### src/rtl/uc_pkg.sv
// Shared definitions for the multicycle control unit: datapath widths,
// RV64I opcode/funct fields for the supported subset, and the state encoding.
package uc_pkg;

    localparam int XLEN_DEF   = 64;
    localparam int ILEN_DEF   = 32;
    localparam int REG_AW_DEF = 5;

    localparam logic [6:0] OP_LOAD  = 7'b0000011;
    localparam logic [6:0] OP_STORE = 7'b0100011;
    localparam logic [6:0] OP_OP    = 7'b0110011;
    localparam logic [6:0] OP_IMM   = 7'b0010011;

    localparam logic [2:0] F3_DWORD = 3'b011;
    localparam logic [2:0] F3_ADD   = 3'b000;

    localparam logic [6:0] F7_ADD   = 7'b0000000;
    localparam logic [6:0] F7_SUB   = 7'b0100000;

    localparam logic [2:0] S_FETCH  = 3'd0;
    localparam logic [2:0] S_DECODE = 3'd1;
    localparam logic [2:0] S_EXEC   = 3'd2;
    localparam logic [2:0] S_MEM    = 3'd3;
    localparam logic [2:0] S_WB     = 3'd4;
    localparam logic [2:0] S_HALT   = 3'd5;

    typedef enum logic [2:0] {
        FETCH  = S_FETCH,
        DECODE = S_DECODE,
        EXEC   = S_EXEC,
        MEM    = S_MEM,
        WB     = S_WB,
        HALT   = S_HALT
    } state_t;

endpackage

### src/rtl/imm_gen.sv
// Immediate generator: picks the S-type split field for stores and the
// I-type field for everything else, then sign-extends to the datapath width.
module imm_gen
    import uc_pkg::*;
#(
    parameter int XLEN = XLEN_DEF,
    parameter int ILEN = ILEN_DEF
) (
    input  logic [ILEN-1:0] instr,
    output logic [XLEN-1:0] imm
);

    logic [11:0] raw;

    // Select the 12-bit immediate field by format and sign-extend it
    always_comb begin
        if (instr[6:0] == OP_STORE) begin
            raw = {instr[31:25], instr[11:7]};
        end else begin
            raw = instr[31:20];
        end
        imm = {{(XLEN-12){raw[11]}}, raw};
    end

endmodule

### src/rtl/unidade_controle.sv
// Multicycle control FSM for the 64-bit datapath (ld, sd, add, sub, addi).
// Optional feature: define UC_INSTR_CNT_EN to add the instr_cnt output,
// a 32-bit wrapping count of cycles in which we_pc is asserted.
module unidade_controle
    import uc_pkg::*;
#(
    parameter int XLEN   = XLEN_DEF,
    parameter int ILEN   = ILEN_DEF,
    parameter int REG_AW = REG_AW_DEF
) (
    input  logic              clk,
    input  logic              rst,
    input  logic              run,
    input  logic [ILEN-1:0]   instr,
    output logic              we_pc,
    output logic              we_ir,
    output logic              we_reg,
    output logic              we_mem,
    output logic              ula_sub,
    output logic              sel_mux1,
    output logic              sel_mux2,
    output logic [REG_AW-1:0] ra,
    output logic [REG_AW-1:0] rb,
    output logic [REG_AW-1:0] rw,
    output logic [XLEN-1:0]   imm,
`ifdef UC_INSTR_CNT_EN
    output logic [31:0]       instr_cnt,
`endif
    output logic              halted
);

    state_t state;
    state_t state_n;

    logic [6:0] opcode;
    logic [2:0] f3;
    logic [6:0] f7;
    logic       is_ld;
    logic       is_sd;
    logic       is_r;
    logic       is_sub;
    logic       is_addi;
    logic       legal;
    logic       fetch_ir;

    assign opcode = instr[6:0];
    assign f3     = instr[14:12];
    assign f7     = instr[31:25];

    assign ra = instr[19:15];
    assign rb = instr[24:20];
    assign rw = instr[11:7];

    imm_gen #(.XLEN(XLEN), .ILEN(ILEN)) u_imm_gen (
        .instr (instr),
        .imm   (imm)
    );

    // Classify the instruction held in IR into the supported subset
    always_comb begin
        is_ld   = (opcode == OP_LOAD)  && (f3 == F3_DWORD);
        is_sd   = (opcode == OP_STORE) && (f3 == F3_DWORD);
        is_r    = (opcode == OP_OP)    && (f3 == F3_ADD) &&
                  ((f7 == F7_ADD) || (f7 == F7_SUB));
        is_sub  = is_r && (f7 == F7_SUB);
        is_addi = (opcode == OP_IMM)   && (f3 == F3_ADD);
        legal   = is_ld || is_sd || is_r || is_addi;
    end

    // State register; reset forces FETCH immediately
    always_ff @(posedge clk or posedge rst) begin
        if (rst) begin
            state <= FETCH;
        end else begin
            state <= state_n;
        end
    end

    // Next-state and control outputs; selects stay constant from EXEC to the last step
    always_comb begin
        state_n  = state;
        fetch_ir = 1'b0;
        we_pc    = 1'b0;
        we_reg   = 1'b0;
        we_mem   = 1'b0;
        ula_sub  = 1'b0;
        sel_mux1 = 1'b0;
        sel_mux2 = 1'b0;
        halted   = 1'b0;
        case (state)
            FETCH: begin
                if (run) begin
                    fetch_ir = 1'b1;
                    state_n  = DECODE;
                end
            end
            DECODE: begin
                state_n = legal ? EXEC : HALT;
            end
            EXEC: begin
                sel_mux1 = is_r;
                ula_sub  = is_sub;
                sel_mux2 = ~is_ld;
                state_n  = (is_ld || is_sd) ? MEM : WB;
            end
            MEM: begin
                sel_mux1 = is_r;
                ula_sub  = is_sub;
                sel_mux2 = ~is_ld;
                if (is_sd) begin
                    we_mem  = 1'b1;
                    we_pc   = 1'b1;
                    state_n = FETCH;
                end else begin
                    state_n = WB;
                end
            end
            WB: begin
                sel_mux1 = is_r;
                ula_sub  = is_sub;
                sel_mux2 = ~is_ld;
                we_reg   = 1'b1;
                we_pc    = 1'b1;
                state_n  = FETCH;
            end
            HALT: begin
                halted = 1'b1;
            end
            default: begin
                state_n = FETCH;
            end
        endcase
    end

    // While reset is held the FSM sits in FETCH; keep the IR load off too
    assign we_ir = fetch_ir & ~rst;

`ifdef UC_INSTR_CNT_EN
    logic [31:0] cnt;

    // Retired-instruction counter, one step per PC update, wraps naturally
    always_ff @(posedge clk or posedge rst) begin
        if (rst) begin
            cnt <= 32'd0;
        end else if (we_pc) begin
            cnt <= cnt + 32'd1;
        end
    end

    assign instr_cnt = cnt;
`endif

endmodule
### config.mk
export PLATFORM = sky130hd
export DESIGN_NAME = unidade_controle
export DESIGN_NICKNAME = d
export VERILOG_FILES = /design/src/rtl/uc_pkg.sv /design/src/rtl/imm_gen.sv /design/src/rtl/unidade_controle.sv
export SDC_FILE = /design/constraint.sdc
export NUM_CORES = 1
export LEC_CHECK = 0
export CORE_UTILIZATION = 26
export DETAILED_ROUTE_END_ITERATION = 8
export PLACE_DENSITY = 0.92
export SYNTH_ARGS = -nofsm -noshare
export SYNTH_HDL_FRONTEND = slang
export SYNTH_HIERARCHICAL = 1
export SYNTH_SLANG_ARGS = --single-unit
export TNS_END_PERCENT = 10
### constraint.sdc
create_clock -name clk -period 2.33 [get_ports clk]
set_clock_uncertainty 0.15 [all_clocks]
set_input_delay 0.466 -clock clk [delete_from_list [all_inputs] [get_ports clk]]
set_output_delay 0.466 -clock clk [all_outputs]
set_load 0.05 [all_outputs]
==> flow_metrics.tcl, run 1 <==
set metrics [dict create \
    status "finished with violations" \
    violations "negative setup slack" \
    crit_type "primary input to output pin" \
    antennaDiodeCount 0 \
    synth_compound_area_share_pct 7.76 \
    fmax_mhz 396 \
    synth_top_area_share_pct 57.4 \
    ctsHoldBuffers 0 \
    drc_errors 0 \
    grt_usage_pct 19.3 \
    area_delta_synth_final_pct 175 \
    synthFlopType "dfrtp_1" \
    io_pins 122 \
    ir_drop_mv 0.385 \
    synthAdderAreaFrac_pct 0 \
    r2r-start "state[2]" \
    syn_area_per_cell_sq_um 7.99 \
    syn-cell-area_sq_um 967 \
    place_hpwl_mm 3.06 \
    synth_xor_area_share_pct 0 \
    place_area_sq_mm 0.00250 \
    start_kind "primary input" \
    startpoint "instr[3]" \
    largest_reg_flops 3 \
    grt_pass1_vias 1032 \
    synth_cell_type_count 30 \
    synth.area.top_cells "buf_4 57%, dfrtp_1 7.8%, mux2_2 5.8%, nand4bb_4 2.8%, nor2_1 2.3%" \
    dr.pass1.iters 3 \
    die_h_microns 63.0 \
    clock_sinks 3 \
    grt_max_degree 32 \
    max_slew.worst_pin.slew_ns 0.379 \
    critPathCaptureType "output pin" \
    cts_tree "yes" \
    largest_register "state" \
    num_vias 965 \
    cts_buffer_depth 2 \
    maxSlewHeadroom_pct 74.9 \
    tns_ns -1.06 \
    syn_inst 121 \
    finalWirelength_mm 3.80 \
    ys_ff_latch 3 \
    fin_nets 226 \
    cp_data_required_time_ns 1.71 \
    clockRootBuffer "clkbuf_8" \
    finalSetupViolations 8 \
    synthTopCellsByCount "74 x buf_4, 6 x nor2_1, 5 x mux2_2" \
    synth_top_cell_by_area "buf_4" \
    reg_top3 "state x3" \
    globalRouteOverflowTotal 0 \
    post_drt_wl_per_cell_microns 16.1 \
    coreArea_sq_mm 0.00344 \
    drtIter0Drc 36 \
    whs_ns 0.305 \
    arrival_ns 1.91 \
    dp_slack_ns -0.592 \
    dieArea_sq_mm 0.00397 \
    worstSkewPairLatency_ns 0.21 \
    cap_violations 0 \
    antenna_found_initial 0 \
    worst-path-max-fanout 5 \
    synthMuxAreaShare_pct 5.82 \
    vias_per_cell 4.09 \
    cts_buffers 3 \
    nFillCells 213 \
    die_w_microns 63.0 \
    rsz0062_at_grt "true" \
    yosys.area_share.simple_pct 20.4 \
    htreeDepth 1 \
    grt_pass1_wl_mm 5.82 \
    cellLeakagePower_nw 1.23 \
    place_congestion 0.796 \
    synth_enable_flop_cells 0 \
    ys_warn_count 6 \
    syn-num-nets 156 \
    rows 21 \
    cts.clk_slew.worst_paths_ns 0.03 \
    finalCriticalPeriod_ns 2.52 \
    synth.most_common_cell "buf_4" \
    finalWorstSetupSlack_ns -0.193 \
    maxSlewViolCount 0 \
    io_buffer_count 111 \
    ys_seq_area_share_pct 7.76 \
    drtAntennaViolNets 0 \
    final_cell_area_sq_mm 0.00266 \
    async_reset_ff_share_pct 100 \
    timing_hold_violations_final 0 \
    synth_top_family_by_area "buffers and inverters" \
    drive_above_1_share_pct 72.1 \
    initial_core_util_pct 28.1 \
    period_share_pct 108 \
    power_density_mw_per_mm2 392 \
    hold_class "primary input to asynchronous set/reset pin" \
]
==> critical path, stage by stage <==
cell	delay, ns
buf_6	0.09
or4b_4	0.54
nor3_4	0.21
buf_12	0.14
mux2_4	0.30
buf_6	0.15
==> per-layer routing <==
metal	global-route usage, %	vias up	routed length, microns
met5	0	-	0
met4	4.36	0	11
met3	3.28	2	200
met2	41.9	47	2430
met1	17.6	452	1160
li1	-	464	-
==> kinds of logic (layout without fill, tap and decap cells) <==
group	after synthesis	count (layout)
AND/OR/NAND/NOR	28	28
AO/OA/AOI/OAI	9	9
multiplexers	5	5
buffers and inverters	76	145
flip-flops	3	3
==> power breakdown <==
part / internal (W) / total, W / switching (W) / leakage (nW)
logic: 0.000376 / 0.000821 / 0.000445 / 1.17
clock network: 0.000116 / 0.000149 / 0.0000321 / 0.0228
registers: 0.0000597 / 0.0000729 / 0.0000132 / 0.0333
total: 0.000553 / 0.00104 / 0.000490 / 1.23
==> path summary, 6_finish.rpt <==
check | endpoint | slack, ns | cells after the start
setup reg to reg | state[0] | 0.88 | 3
min in group clk | state[2] | 0.56 | 2
max in group asynchronous | state[0] | 1.59 | 2
hold reg to reg | state[2] | 0.56 | 2
setup / recovery | imm[2] | -0.19 | 6
hold / removal | state[1] | 0.31 | 2
==> cell type report <==
cell class | instances | area [sq um] | share of cell area, %
sequential | 3 | 75.1 | 2.82
timing repair buffer | 139 | 2080 | 78.1
tap | 46 | 57.6 | 2.16
multi-input combinational | 42 | 397 | 14.9
clock buffer | 4 | 45.0 | 1.69
inverter | 2 | 7.51 | 0.282
==> timing repair <==
action | in CTS | in global routing
cloned | 0 | 0
pin swaps | 12 | 3
endpoints found under the hold margin | 0 | 0
endpoints found under the setup margin | 54 | 13
buffers inserted | 9 | 0
gates resized for setup | 52 | 6
==> metrics by stage <==
| stage | utilization [%] | instances | total power (W) |
|---|---|---|---|
| 5_1_grt | 77.2 | 236 | 0.00107 |
| 3_3_place_gp | 72.8 | 223 | 0.000872 |
| 6_report | 77.2 | 236 | 0.00104 |
| 2_1_floorplan | - | 121 | 0.000545 |
| 3_5_place_dp | 72.8 | 223 | 0.000887 |
| 4_1_cts | 77.2 | 236 | 0.00104 |
==> cell usage in the layout (no fill, tap or decap), drive strengths merged <==
master         synthesis  routed
nand4b                 1       1
clkdlybuf4s15          0       4
or4b                   1       1
or3                    1       1
o21a                   1       1
or3b                   1       1
clkdlybuf4s50          0      13
nor4b                  1       1
a21oi                  1       1
nand2                  3       3
inv                    2       2
clkbuf                 0       5
buf                   74     116
nor2b                  1       1
and3                   1       1
o32ai                  1       1
nor2                   6       6
a21o                   2       2
nor3                   4       4
dfrtp                  3       3
o21ba                  1       1
o2bb2ai                1       1
mux2                   5       5
nand4bb                1       1
nand2b                 1       1
a21boi                 1       1
dlygate4sd2            0       5
nand3b                 1       1
nor3b                  1       1
and2                   2       2
a2111o                 1       1
or2                    2       2
(Power assumes the default switching activity.)
==> inputs of run 2 (changes only) <==
--- a/config.mk
+++ b/config.mk
@@ -5,9 +5,11 @@
 export SDC_FILE = /design/constraint.sdc
 export NUM_CORES = 1
 export LEC_CHECK = 0
-export CORE_UTILIZATION = 26
+export CELL_PAD_IN_SITES_DETAIL_PLACEMENT = 0
+export CELL_PAD_IN_SITES_GLOBAL_PLACEMENT = 2
+export CORE_UTILIZATION = 11
 export DETAILED_ROUTE_END_ITERATION = 8
-export PLACE_DENSITY = 0.92
+export PLACE_DENSITY = 0.89
 export SYNTH_ARGS = -nofsm -noshare
 export SYNTH_HDL_FRONTEND = slang
 export SYNTH_HIERARCHICAL = 1
==> flow_metrics.tcl, run 2 (same netlist as run 1, synthesis figures left out) <==
set metrics [dict create \
    htreeDepth 1 \
    num_vias 955 \
    timing_hold_violations_final 0 \
    r2r-start "state[2]" \
    reg2reg_depth 4 \
    maxSlewHeadroom_pct 66.5 \
    final_common_cell "buf_12" \
    die_w_microns 95.8 \
    layout_common_cells "77 x buf_12, 25 x buf_4, 13 x clkdlybuf4s50_1" \
    r2r-end "state[0]" \
    post-route-util_pct 33.0 \
    cts_tree "yes" \
    cellLeakagePower_nw 1.23 \
    critPathCaptureType "output pin" \
    cp_data_required_time_ns 1.71 \
    clock_sinks 3 \
    finalSetupViolations 11 \
    startpoint "instr[3]" \
    endpoint "imm[2]" \
    largest_register "state" \
    multi_input_area_sq_um 410 \
    finalCriticalPeriod_ns 2.55 \
    maxSlewViolCount 0 \
    worstSkewPairLatency_ns 0.22 \
    coreArea_sq_mm 0.00838 \
    fin_nets 226 \
    rsz0062_at_grt "true" \
    drc_errors 0 \
    place_congestion 0.745 \
    ff_latch_area_sq_um 75.1 \
    violations "negative setup slack" \
    place_area_sq_mm 0.00261 \
    finalWorstSetupSlack_ns -0.217 \
    area_delta_synth_final_pct 186 \
    antennaDiodeCount 0 \
    post_drt_wl_per_cell_microns 11.3 \
    drive_above_1_share_pct 73.7 \
    io_pins 122 \
    hold_class "primary input to asynchronous set/reset pin" \
    start_kind "primary input" \
    power_density_mw_per_mm2 380 \
    nFillCells 811 \
    ctsHoldBuffers 0 \
    vias_per_cell 3.24 \
    cts.clk_slew.worst_paths_ns 0.03 \
    grt_usage_pct 6.68 \
    initial_core_util_pct 11.5 \
    status "finished with violations" \
    tns_ns -1.31 \
    fmax_mhz 393 \
    r2r_slack_ns 0.83 \
    cts_buffers 3 \
    final_cell_area_sq_mm 0.00277 \
    max_slew.worst_pin.slew_ns 0.498 \
    drtIter0Drc 19 \
    grt_max_degree 37 \
    grt_pass1_wl_mm 4.74 \
    ir_drop_mv 0.425 \
    reg_top3 "state x3" \
    dr.pass1.iters 2 \
    clockRootBuffer "clkbuf_8" \
    dieArea_sq_mm 0.00917 \
    finalWirelength_mm 3.32 \
    worst-path-max-fanout 4 \
    arrival_ns 1.93 \
    die_h_microns 95.8 \
    place_hpwl_mm 2.83 \
    period_share_pct 109 \
    grt_pass1_vias 903 \
    io_buffer_count 111 \
    antenna_found_initial 0 \
    drtAntennaViolNets 0 \
    cap_violations 0 \
    globalRouteOverflowTotal 0 \
    rows 33 \
    cts_buffer_depth 2 \
    crit_type "primary input to output pin" \
    largest_reg_flops 3 \
]
## run 2: cell types whose count changed in the layout (fill, tap and decap cells not counted), moves of 2 or more
cell	change
nor2_1	-2
nor2_4	+2
buf_8	+3
buf_4	-2
## run 2: worst max-delay path, stage by stage
cell	delay, ns
buf_6	0.09
or4b_4	0.54
nor3_4	0.22
buf_6	0.15
mux2_4	0.31
buf_8	0.15
## run 2: cell type report
type | count | area share, %
clock buffer | 4 | 1.63
sequential | 3 | 2.71
multi-input combinational | 42 | 14.8
timing repair buffer | 139 | 75.8
inverter | 2 | 0.271
tap | 105 | 4.74
## run 2: stage by stage
stage                     hold WS [ns]  setup slack, ns  cells  total power, W
after floorplan                 0.0696           -0.282    121        0.000545
after global placement           0.517           -0.607    285        0.000888
after detailed placement         0.522           -0.623    285        0.000892
after CTS                        0.293           -0.238    295         0.00106
after global routing             0.321           -0.246    295         0.00108
final                            0.291           -0.217    295         0.00105
## run 2: worst min-delay path by stage
stage,depth (start not counted),to,slack (ns),from
5_1_grt,2,state[2],0.32,rst
6_report,2,state[1],0.29,rst
3_5_place_dp,2,state[2],0.52,rst
4_1_cts,2,state[2],0.29,rst
2_1_floorplan,1,state[0],0.07,rst
3_3_place_gp,2,state[0],0.52,rst
## run 2: where the power goes
group	switching, W	internal, W	total, W	leakage, nW
clock	0.0000376	0.000117	0.000155	0.0228
sequential	0.00000804	0.0000597	0.0000677	0.0333
combinational	0.000445	0.000385	0.000830	1.18
## run 2: timing repair
item                       in CTS  in global routing
setup endpoints to repair      46                 13
pin swaps                      10                  6
hold endpoints to repair        0                  0
setup buffers                   6                  0
resized for setup              55                 12
## run 2: per-layer routing
metal | global-route usage [%] | wire length, microns | vias to the layer above
li1 | - | - | 465
met1 | 7.67 | 1170 | 444
met2 | 12.9 | 1960 | 43
met3 | 0.711 | 165 | 3
met4 | 1.87 | 25 | 0
met5 | 0 | 0 | -
